`src/rtl/timing_gen_if.sv`:
```
// Divisor configuration port of timing_gen.
// The master issues single-cycle writes. The slave answers each write with a
// one-cycle acknowledge, and a reject flag that is valid alongside it.
interface timing_gen_if #(
  parameter int CH_W  = 2,
  parameter int CNT_W = 27
) ();

  logic             cfg_we;
  logic [CH_W-1:0]  cfg_ch;
  logic [CNT_W-1:0] cfg_div;
  logic             cfg_ack;
  logic             cfg_err;

  modport master (
    output cfg_we,
    output cfg_ch,
    output cfg_div,
    input  cfg_ack,
    input  cfg_err
  );

  modport slave (
    input  cfg_we,
    input  cfg_ch,
    input  cfg_div,
    output cfg_ack,
    output cfg_err
  );

endinterface

```
`src/rtl/timing_gen.sv`:
```
// Multi-channel timing generator.
// Each channel divides clk_sys by a runtime-programmable divisor D and produces
// two outputs: a one-cycle tick every D cycles, and a 50% clock that toggles on
// every tick.
// A divisor written while a channel runs is held as pending. It is installed
// only at that channel's terminal count, so the running period always
// completes with the old divisor and clk_out never shows a short pulse.
module timing_gen #(
  parameter int NUM_CH      = 4,
  parameter int CNT_W       = 27,
  parameter int CH_W        = 2,
  parameter int DEFAULT_DIV = 500_000
) (
  input  logic              clk_sys,
  input  logic              rstn,
  input  logic [NUM_CH-1:0] ch_en,
  input  logic              sync_clr,
  timing_gen_if.slave       cfg,
  output logic [NUM_CH-1:0] tick,
  output logic [NUM_CH-1:0] clk_out
);

  localparam logic [CNT_W-1:0] DIV_RST = CNT_W'(DEFAULT_DIV);
  localparam logic [CNT_W-1:0] ONE     = CNT_W'(1);

  // A write is refused for a zero divisor or for a channel that does not exist.
  function automatic logic cfg_reject(input logic [CH_W-1:0] ch,
                                      input logic [CNT_W-1:0] div);
    logic bad_div;
    logic bad_ch;
    bad_div    = (div == {CNT_W{1'b0}});
    bad_ch     = (32'(ch) >= 32'(NUM_CH));
    cfg_reject = bad_div | bad_ch;
  endfunction

  logic [CNT_W-1:0]  cnt_r      [NUM_CH];
  logic [CNT_W-1:0]  div_r      [NUM_CH];
  logic [CNT_W-1:0]  pend_div_r [NUM_CH];
  logic [NUM_CH-1:0] pend_vld_r;
  logic [NUM_CH-1:0] tick_r;
  logic [NUM_CH-1:0] clk_out_r;
  logic              cfg_ack_r;
  logic              cfg_err_r;

  logic              wr_bad_s;
  logic [NUM_CH-1:0] wr_sel_s;
  logic [NUM_CH-1:0] term_s;

  // Decode the write target and flag channels at their terminal count.
  always_comb begin
    wr_bad_s = cfg_reject(cfg.cfg_ch, cfg.cfg_div);
    wr_sel_s = {NUM_CH{1'b0}};
    term_s   = {NUM_CH{1'b0}};
    for (int i = 0; i < NUM_CH; i++) begin
      term_s[i] = (cnt_r[i] == (div_r[i] - ONE));
      if (cfg.cfg_we && !wr_bad_s && (cfg.cfg_ch == CH_W'(i))) begin
        wr_sel_s[i] = 1'b1;
      end else begin
        wr_sel_s[i] = 1'b0;
      end
    end
  end

  // Acknowledge every write one cycle later, and flag it if it was refused.
  always_ff @(posedge clk_sys or negedge rstn) begin
    if (!rstn) begin
      cfg_ack_r <= 1'b0;
      cfg_err_r <= 1'b0;
    end else begin
      cfg_ack_r <= cfg.cfg_we;
      cfg_err_r <= cfg.cfg_we & wr_bad_s;
    end
  end

  // Per-channel counter, divisor install and registered tick/clk_out.
  always_ff @(posedge clk_sys or negedge rstn) begin
    if (!rstn) begin
      for (int i = 0; i < NUM_CH; i++) begin
        cnt_r[i]      <= {CNT_W{1'b0}};
        div_r[i]      <= DIV_RST;
        pend_div_r[i] <= DIV_RST;
      end
      pend_vld_r <= {NUM_CH{1'b0}};
      tick_r     <= {NUM_CH{1'b0}};
      clk_out_r  <= {NUM_CH{1'b0}};
    end else begin
      for (int i = 0; i < NUM_CH; i++) begin
        if (sync_clr) begin
          // Phase-align all channels. Counters return to zero here, so a
          // fresh write or a pending divisor can be installed immediately.
          cnt_r[i]      <= {CNT_W{1'b0}};
          tick_r[i]     <= 1'b0;
          clk_out_r[i]  <= 1'b0;
          pend_vld_r[i] <= 1'b0;
          if (wr_sel_s[i]) begin
            div_r[i] <= cfg.cfg_div;
          end else if (pend_vld_r[i]) begin
            div_r[i] <= pend_div_r[i];
          end else begin
            div_r[i] <= div_r[i];
          end
        end else if (ch_en[i]) begin
          if (term_s[i]) begin
            // End of period. Wrap the counter and install any divisor that
            // was pending before this edge. A write arriving on this same
            // edge waits for the following terminal count.
            cnt_r[i]     <= {CNT_W{1'b0}};
            tick_r[i]    <= 1'b1;
            clk_out_r[i] <= ~clk_out_r[i];
            if (pend_vld_r[i]) begin
              div_r[i] <= pend_div_r[i];
            end else begin
              div_r[i] <= div_r[i];
            end
            if (wr_sel_s[i]) begin
              pend_div_r[i] <= cfg.cfg_div;
              pend_vld_r[i] <= 1'b1;
            end else begin
              pend_vld_r[i] <= 1'b0;
            end
          end else begin
            // Mid-period. A write is only parked as pending; the last
            // write wins.
            cnt_r[i]  <= cnt_r[i] + ONE;
            tick_r[i] <= 1'b0;
            if (wr_sel_s[i]) begin
              pend_div_r[i] <= cfg.cfg_div;
              pend_vld_r[i] <= 1'b1;
            end else begin
              pend_vld_r[i] <= pend_vld_r[i];
            end
          end
        end else begin
          // A disabled channel holds its phase. A write here lands directly
          // in the divisor and restarts the count, and it replaces anything
          // that was still pending.
          tick_r[i] <= 1'b0;
          if (wr_sel_s[i]) begin
            div_r[i]      <= cfg.cfg_div;
            cnt_r[i]      <= {CNT_W{1'b0}};
            pend_vld_r[i] <= 1'b0;
          end else begin
            cnt_r[i] <= cnt_r[i];
          end
        end
      end
    end
  end

  assign tick        = tick_r;
  assign clk_out     = clk_out_r;
  assign cfg.cfg_ack = cfg_ack_r;
  assign cfg.cfg_err = cfg_err_r;

endmodule
```
`src/flat_wrapper.sv`:
```
// flat-port wrapper written by rule: the top's interface ports become plain ports
module timing_gen_flat 
#(
  parameter int NUM_CH      = 4,
  parameter int CNT_W       = 27,
  parameter int CH_W        = 2,
  parameter int DEFAULT_DIV = 500_000
)
  (clk_sys, rstn, ch_en, sync_clr, tick, clk_out, cfg_cfg_we, cfg_cfg_ch, cfg_cfg_div, cfg_cfg_ack, cfg_cfg_err);
  timing_gen_if #(.CH_W(CH_W), .CNT_W(CNT_W)) cfg_i ();
  input  logic clk_sys;
  input  logic rstn;
  input  logic [NUM_CH-1:0] ch_en;
  input  logic sync_clr;
  output logic [NUM_CH-1:0] tick;
  output logic [NUM_CH-1:0] clk_out;
  input wire logic [$bits(cfg_i.cfg_we)-1:0] cfg_cfg_we;
  input wire logic [$bits(cfg_i.cfg_ch)-1:0] cfg_cfg_ch;
  input wire logic [$bits(cfg_i.cfg_div)-1:0] cfg_cfg_div;
  output wire logic [$bits(cfg_i.cfg_ack)-1:0] cfg_cfg_ack;
  output wire logic [$bits(cfg_i.cfg_err)-1:0] cfg_cfg_err;
  assign cfg_i.cfg_we = cfg_cfg_we;
  assign cfg_i.cfg_ch = cfg_cfg_ch;
  assign cfg_i.cfg_div = cfg_cfg_div;
  assign cfg_cfg_ack = cfg_i.cfg_ack;
  assign cfg_cfg_err = cfg_i.cfg_err;
  timing_gen #(.NUM_CH(NUM_CH), .CNT_W(CNT_W), .CH_W(CH_W), .DEFAULT_DIV(DEFAULT_DIV)) u_core (.clk_sys(clk_sys), .rstn(rstn), .ch_en(ch_en), .sync_clr(sync_clr), .cfg(cfg_i), .tick(tick), .clk_out(clk_out));
endmodule
```
`config.mk`:
```
export PLATFORM = sky130hd
export DESIGN_NAME = timing_gen_flat
export DESIGN_NICKNAME = d
export VERILOG_FILES = /design/src/rtl/timing_gen_if.sv /design/src/rtl/timing_gen.sv /design/src/flat_wrapper.sv
export SDC_FILE = /design/constraint.sdc
export NUM_CORES = 1
export LEC_CHECK = 0
export CORE_MARGIN = 2
export CORE_UTILIZATION = 45
export DETAILED_ROUTE_END_ITERATION = 7
export PLACE_DENSITY_LB_ADDON = 0.15
export SLEW_MARGIN = 20
export SYNTH_ARGS = -nofsm -noshare
export SYNTH_HDL_FRONTEND = slang
export SYNTH_SLANG_ARGS = --single-unit
```
`constraint.sdc`:
```
create_clock -name clk_sys -period 4.55 [get_ports clk_sys]
set_input_delay 0.91 -clock clk_sys [delete_from_list [all_inputs] [get_ports clk_sys]]
set_output_delay 0.91 -clock clk_sys [all_outputs]
set_load 0.01 [all_outputs]
```
### Yosys cells after proc, flatten, opt, wreduce, memory -nomap -nowiden

Cells that the tools add are included.

* word-level logic and storage cells: 180
* register bits after elaboration: 338
* input bits: 37
* output and inout port bits: 10

* reduce and logical (&&, ||, !) cells: 40
* multiplexer cells: 92
* bitwise operators: 6
* $add $sub $neg: 8
* equality and inequality tests: 11

Operators by type and width (number)
* $mux 27: 40
* $add 27x1->27 const B: 4
* $eq 27x27->1: 4
* $sub 27x1->27 const B: 4
* $mux 1: 52
* $logic_not 27->1: 1
* $reduce_and 2->1: 12
* $reduce_bool 3->1: 8
* $reduce_bool 2->1: 8
* $ne 3x1->1 const B: 4
* $reduce_and 3->1: 4
* $logic_and 1x1->1: 5
* $not 1->1: 5
* $eq 2x2->1 const B: 2
* $eq 2x1->1 const B: 1
* $logic_not 2->1: 1
* $and 1x1->1: 1
* $logic_not 1->1: 1

### Longest topological paths before layout

* word-level depth: 9
* gate-level depth with buffers: 15
* depth with buffers taken out: 11

### Worst setup path before layout

OpenSTA, ideal clock, no wires.

* path type: register to register
* start: reg u_core.div_r[27] in the netlist's numbering
* end: reg u_core.div_r[35] in the netlist's numbering
* data arrival time: 3.091 ns
* setup time: 0.073 ns
* required time: 4.477 ns
* stages on the path, launching flop included: 16
* buffers on the path: 4
* clock period less this slack: 3.164 ns
* slack: 1.386 ns
* path through: dfrtp_1 -> clkbuf_1 -> inv_1 -> ha_1 -> nor4b_1 -> and3_1 -> buf_2 -> a31oi_1 -> or4b_1 -> a211oi_1 -> and4_1 -> and3_1 -> buf_4 -> buf_6 -> nor3_1 -> a21oi_1

* cells in the longest elaborated chain, start to end: 4

RTL lines
* start: declaration: line timing_gen.sv:37 `logic [CNT_W-1:0] div_r [NUM_CH];`
* start signal: indexed assignment: line timing_gen.sv:96 `div_r[i] <= cfg.cfg_div;`
* start signal: indexed assignment: line timing_gen.sv:98 `div_r[i] <= pend_div_r[i];`
* start signal: indexed assignment: line timing_gen.sv:100 `div_r[i] <= div_r[i];`
* $sub 27x1->27: line timing_gen.sv:55 `term_s[i] = (cnt_r[i] == (div_r[i] - ONE));`
* $eq 27x27->1: line timing_gen.sv:55
* $ne 3x1->1 (no line)
* $reduce_and 2->1 (no line)

Every way passes these cells.
A chain may end at the register's enable or synchronous reset.

### Worst setup path in the final report

* start: reg u_core.div_r[84] in the netlist's numbering
* end: reg u_core.cnt_r[90] in the netlist's numbering

* cells in the longest elaborated chain, start to end: 5

RTL lines
* $sub 27x1->27: line timing_gen.sv:55
* $eq 27x27->1: line timing_gen.sv:55
* $mux 27: line timing_gen.sv:103 `if (term_s[i]) begin`
* $mux 27: line timing_gen.sv:102 `end else if (ch_en[i]) begin`
* $mux 27: line timing_gen.sv:88 `if (sync_clr) begin`
* end signal: indexed assignment: line timing_gen.sv:91 `cnt_r[i] <= {CNT_W{1'b0}};`
* end signal: indexed assignment: line timing_gen.sv:107 `cnt_r[i] <= {CNT_W{1'b0}};`
* end signal: indexed assignment: line timing_gen.sv:124 `cnt_r[i] <= cnt_r[i] + ONE;`
* end: declaration: line timing_gen.sv:36 `logic [CNT_W-1:0] cnt_r [NUM_CH];`

Every way passes these cells.

==> out/metrics.csv <==
stage;metric;value;unit
synthesis;synth_most_common_cell;dfrtp_1;
clocking;tritoncts;done;
finish;nFillCells;4171;
sta;tightestPinTransition;1.12;ns
power;seqPwrFrac;43.9;%
synthesis;async_reset_ff_share;100;%
power;p_leak;0.00874;uW
critical_path;critPathKind;flop to flop;
synthesis;synth_nets;2182;
critical_path;r2r_start;u_core.div_r[84]$_DFFE_PN0P_;
detailed_routing;dr.pass1.iters;6;
sta;rsz0062_at_grt;false;
finish;multi_input_area;10800;um^2
clocking;cts_made_buffers;40;
synthesis;synth_edf_count;0;
sta;max_freq;257;MHz
synthesis;yosys_warnings;0;
sta;period_minus_slack;3.89;ns
place;place.gp.congestion;0.900;
flow_run;drv_cap;0;
power;p_per_area;405;nW/um^2
synthesis;ys_seq_area_share;42.5;%
detailed_routing;wire_per_inst;19.8;um
critical_path;crit_required;5.00;ns
synthesis;syn_area_per_cell;9.39;um^2
synthesis;yosysTopAreaCellShare;35.1;%
critical_path;timing.critical_path.arrival;4.34;ns
clocking;post_cts_resized;0;
synthesis;netlist_instances;2137;
critical_path;rr_endpoint;u_core.cnt_r[90]$_DFFE_PN0P_;
finish;antenna_cells;0;
sta;fin_skew;0.0177;ns
floorplan;die_h;215;um
synthesis;synth_simple_gate_area_share;24.1;%
critical_path;r2r_slack;0.66;ns
finish;syn_to_final_growth;14.4;%
sta;finalSetupViolCount;0;
finish;drive_gt1_share;17.9;%
clocking;cts.path.max_buffers;3;
synthesis;synthAdderAreaFrac;0.499;%
place;io_buffers;46;
synthesis;ys_ff_latch;338;
finish;layout.nets;2225;
sta;finalHoldViolCount;0;
power;vdd_drop_max;0.000247;V
place;placed_cells;2730;
synthesis;synthTopCellsByCount;dfrtp_1, nor2_1, o21ai_0;
synthesis;synth_area;20100;um^2
critical_path;worst-path-max-fanout;12;
sta;maxSlewHeadroom;25.5;%
synthesis;yosys_most_used_dff;dfrtp_1;
detailed_routing;drt-initial-drc-count;1311;
power;power_frac_clock;36.8;%
grt;overflow;0;
floorplan;die_w;215;um
grt;grt_usage;24.2;%
synthesis;synth.distinct_cells;84;
grt;grt_antenna_before_repair;0;
clocking;cts_root_buffer;clkbuf_16;
critical_path;reg2reg_depth;9;
floorplan;ios;47;
detailed_routing;ant_nets;0;
critical_path;critPathLaunchType;flop;
grt;grt_pass1_wl;89500;um
sta;finalMaxSlewViolations;0;
floorplan;core_area;44100;um^2
floorplan;row_count;77;
synthesis;synth-compound-area-share;13.2;%
status;outcome;finished clean;
synthesis;synth.area.top_cells;dfrtp_1, dfstp_2, mux2_2, xnor2_1, nor2_1;
synthesis;synth_top_area_cell;dfrtp_1;
synthesis;synth_top_family_by_area;simple AND/OR/NAND/NOR gates;
sta;period_share;85.5;%
clocking;cts.clk_slew.worst_paths;0.06;ns
detailed_routing;vias;16400;
finish;ff_latch_area;8530;um^2
synthesis;synth-xor-area-share;9.25;%
clocking;postCtsHoldBufs;0;
grt;grt_pass1_vias;15800;
power;comb_power_share;19.3;%
clocking;htreeDepth;2;
detailed_routing;drc_errors;0;
floorplan;initial_core_util;45.5;%
clocking;clock-sinks;338;
sta;tns;0;ns
grt;grt_max_degree;85;
power;p_int;6540;uW
synthesis;muxShareOfSynthArea;6.60;%
worst_hold_path;hp-class;input pin to async pin;
place;hpwl;38700;um
clocking;clkLatencyLatePin;0.57;ns
critical_path;crit_path_end_kind;flop;
finish;instances_no_fill;2804;
power;swShare;29.7;%
power;p_sw;2760;uW
floorplan;dieArea;46300;um^2
detailed_routing;routed_via_density;5.86;
detailed_routing;drt_wl_total;55600;um
clocking;cts_setup_buffers;0;
critical path, cell delays in order, from the launching register on:
cell and delay [ns]:
dfrtp_1 0.47, or4_1 0.66, nor4_1 0.62, nand2_1 0.15
nor3_1 0.39, o211ai_1 0.18, nor4_4 0.47, nor2_1 0.33
and3_1 0.25, a221o_1 0.25
through the flow:
| stage | setup WS [ns] | cell area [um^2] | hold WS (ns) | total power [uW] | util (%) |
|---|---|---|---|---|---|
| after floorplan | 1.39 | 20100 | 0.470 | 5290 | - |
| after detailed placement | 0.429 | 21600 | 0.484 | 5910 | 48.9 |
| after CTS | 0.689 | 23000 | 0.355 | 9370 | 52.1 |
| final | 0.661 | 23000 | 0.329 | 9300 | 52.1 |
| after global routing | 0.398 | 23000 | 0.379 | 9750 | 52.1 |
| after global placement | 0.396 | 21600 | 0.477 | 5840 | 48.9 |
metal layers:
| layer | vias to the layer above | GRT usage (%) | wire [um] |
|---|---|---|---|
| met4 | 0 | 7.15 | 1310 |
| li1 | 7803 | - | - |
| met2 | 358 | 38.8 | 25500 |
| met5 | - | 0 | 0 |
| met3 | 80 | 3.27 | 2490 |
| met1 | 8181 | 34.1 | 26300 |
power groups by stage:
stage          Sequential, uW  Combinational [uW]  Clock [uW]
2_1_floorplan            3880                1420           0
5_1_grt                  4160                1980        3620
3_5_place_dp             4130                1780           0
4_1_cts                  4080                1790        3500
6_report                 4080                1790        3420
3_3_place_gp             4100                1740           0
state kept, by name (all words and copies together) (netlist names):
signal / flops
u_core.clk_out: 4
u_core.div_r: 108
u_core.pend_div_r: 108
u_core.cfg.cfg_ack: 1
u_core.cnt_r: 108
u_core.cfg.cfg_err: 1
u_core.tick: 4
u_core.pend_vld_r: 4
cells in the final DEF, fill, tap and decap left out, types with 13 or more instances in the layout:
cell,synthesis,final
nor2b_1,16,16
buf_12,0,19
mux2_2,114,114
nand3_1,68,68
a22oi_2,21,21
dfrtp_1,282,282
and3_1,30,30
dfstp_2,56,56
or4_1,18,18
xnor2_1,109,109
nor4_1,34,34
a31oi_1,13,13
buf_4,6,65
nor3_1,128,128
a21oi_1,86,82
o21ai_0,146,146
o31ai_1,13,13
clkbuf_1,86,13
inv_1,39,39
nand3b_1,120,120
a21oi_2,20,20
or3_1,24,24
nand4_1,34,34
nand2b_1,15,15
clkdlybuf4s50_1,0,44
xor2_1,103,103
nor2_1,245,242
nand2_1,89,89
clkbuf_16,0,41
how the worst max path moves through the flow:
| stage | startpoint | endpoint | cells after the start |
|---|---|---|---|
| finish | u_core.div_r[84]$_DFFE_PN0P_ | u_core.cnt_r[90]$_DFFE_PN0P_ | 9 |
| global route | u_core.div_r[84]$_DFFE_PN0P_ | u_core.cnt_r[90]$_DFFE_PN0P_ | 9 |
| CTS | u_core.div_r[84]$_DFFE_PN0P_ | u_core.cnt_r[90]$_DFFE_PN0P_ | 9 |
| detailed placement | cfg_cfg_div[14] | u_core.cnt_r[42]$_DFFE_PN0P_ | 11 |
| global placement | cfg_cfg_div[14] | u_core.cnt_r[42]$_DFFE_PN0P_ | 11 |
| floorplan | u_core.div_r[27]$_DFFE_PN0P_ | u_core.div_r[35]$_DFFE_PN1P_ | 15 |
final cells by class:
| type | instances | area share [%] |
|---|---|---|
| clock inverter | 11 | 0.839 |
| clock buffer | 63 | 5.22 |
| timing repair buffer | 130 | 5.79 |
| inverter | 39 | 0.637 |
| multi-input combinational | 1631 | 47.2 |
| sequential | 338 | 37.1 |
| tap | 592 | 3.22 |
kinds of logic (layout without fill, tap and decap cells):
family | after synthesis | in the layout
xor gates and xnor gates | 212 | 212
AOI/OAI and AO/OA | 405 | 405
buffers and inverters | 168 | 243
DFF | 338 | 338
and+or+nand+nor | 888 | 888
adders and majority gates | 8 | 8
muxes | 118 | 118
Note: power is estimated with default switching activity, not from simulation.
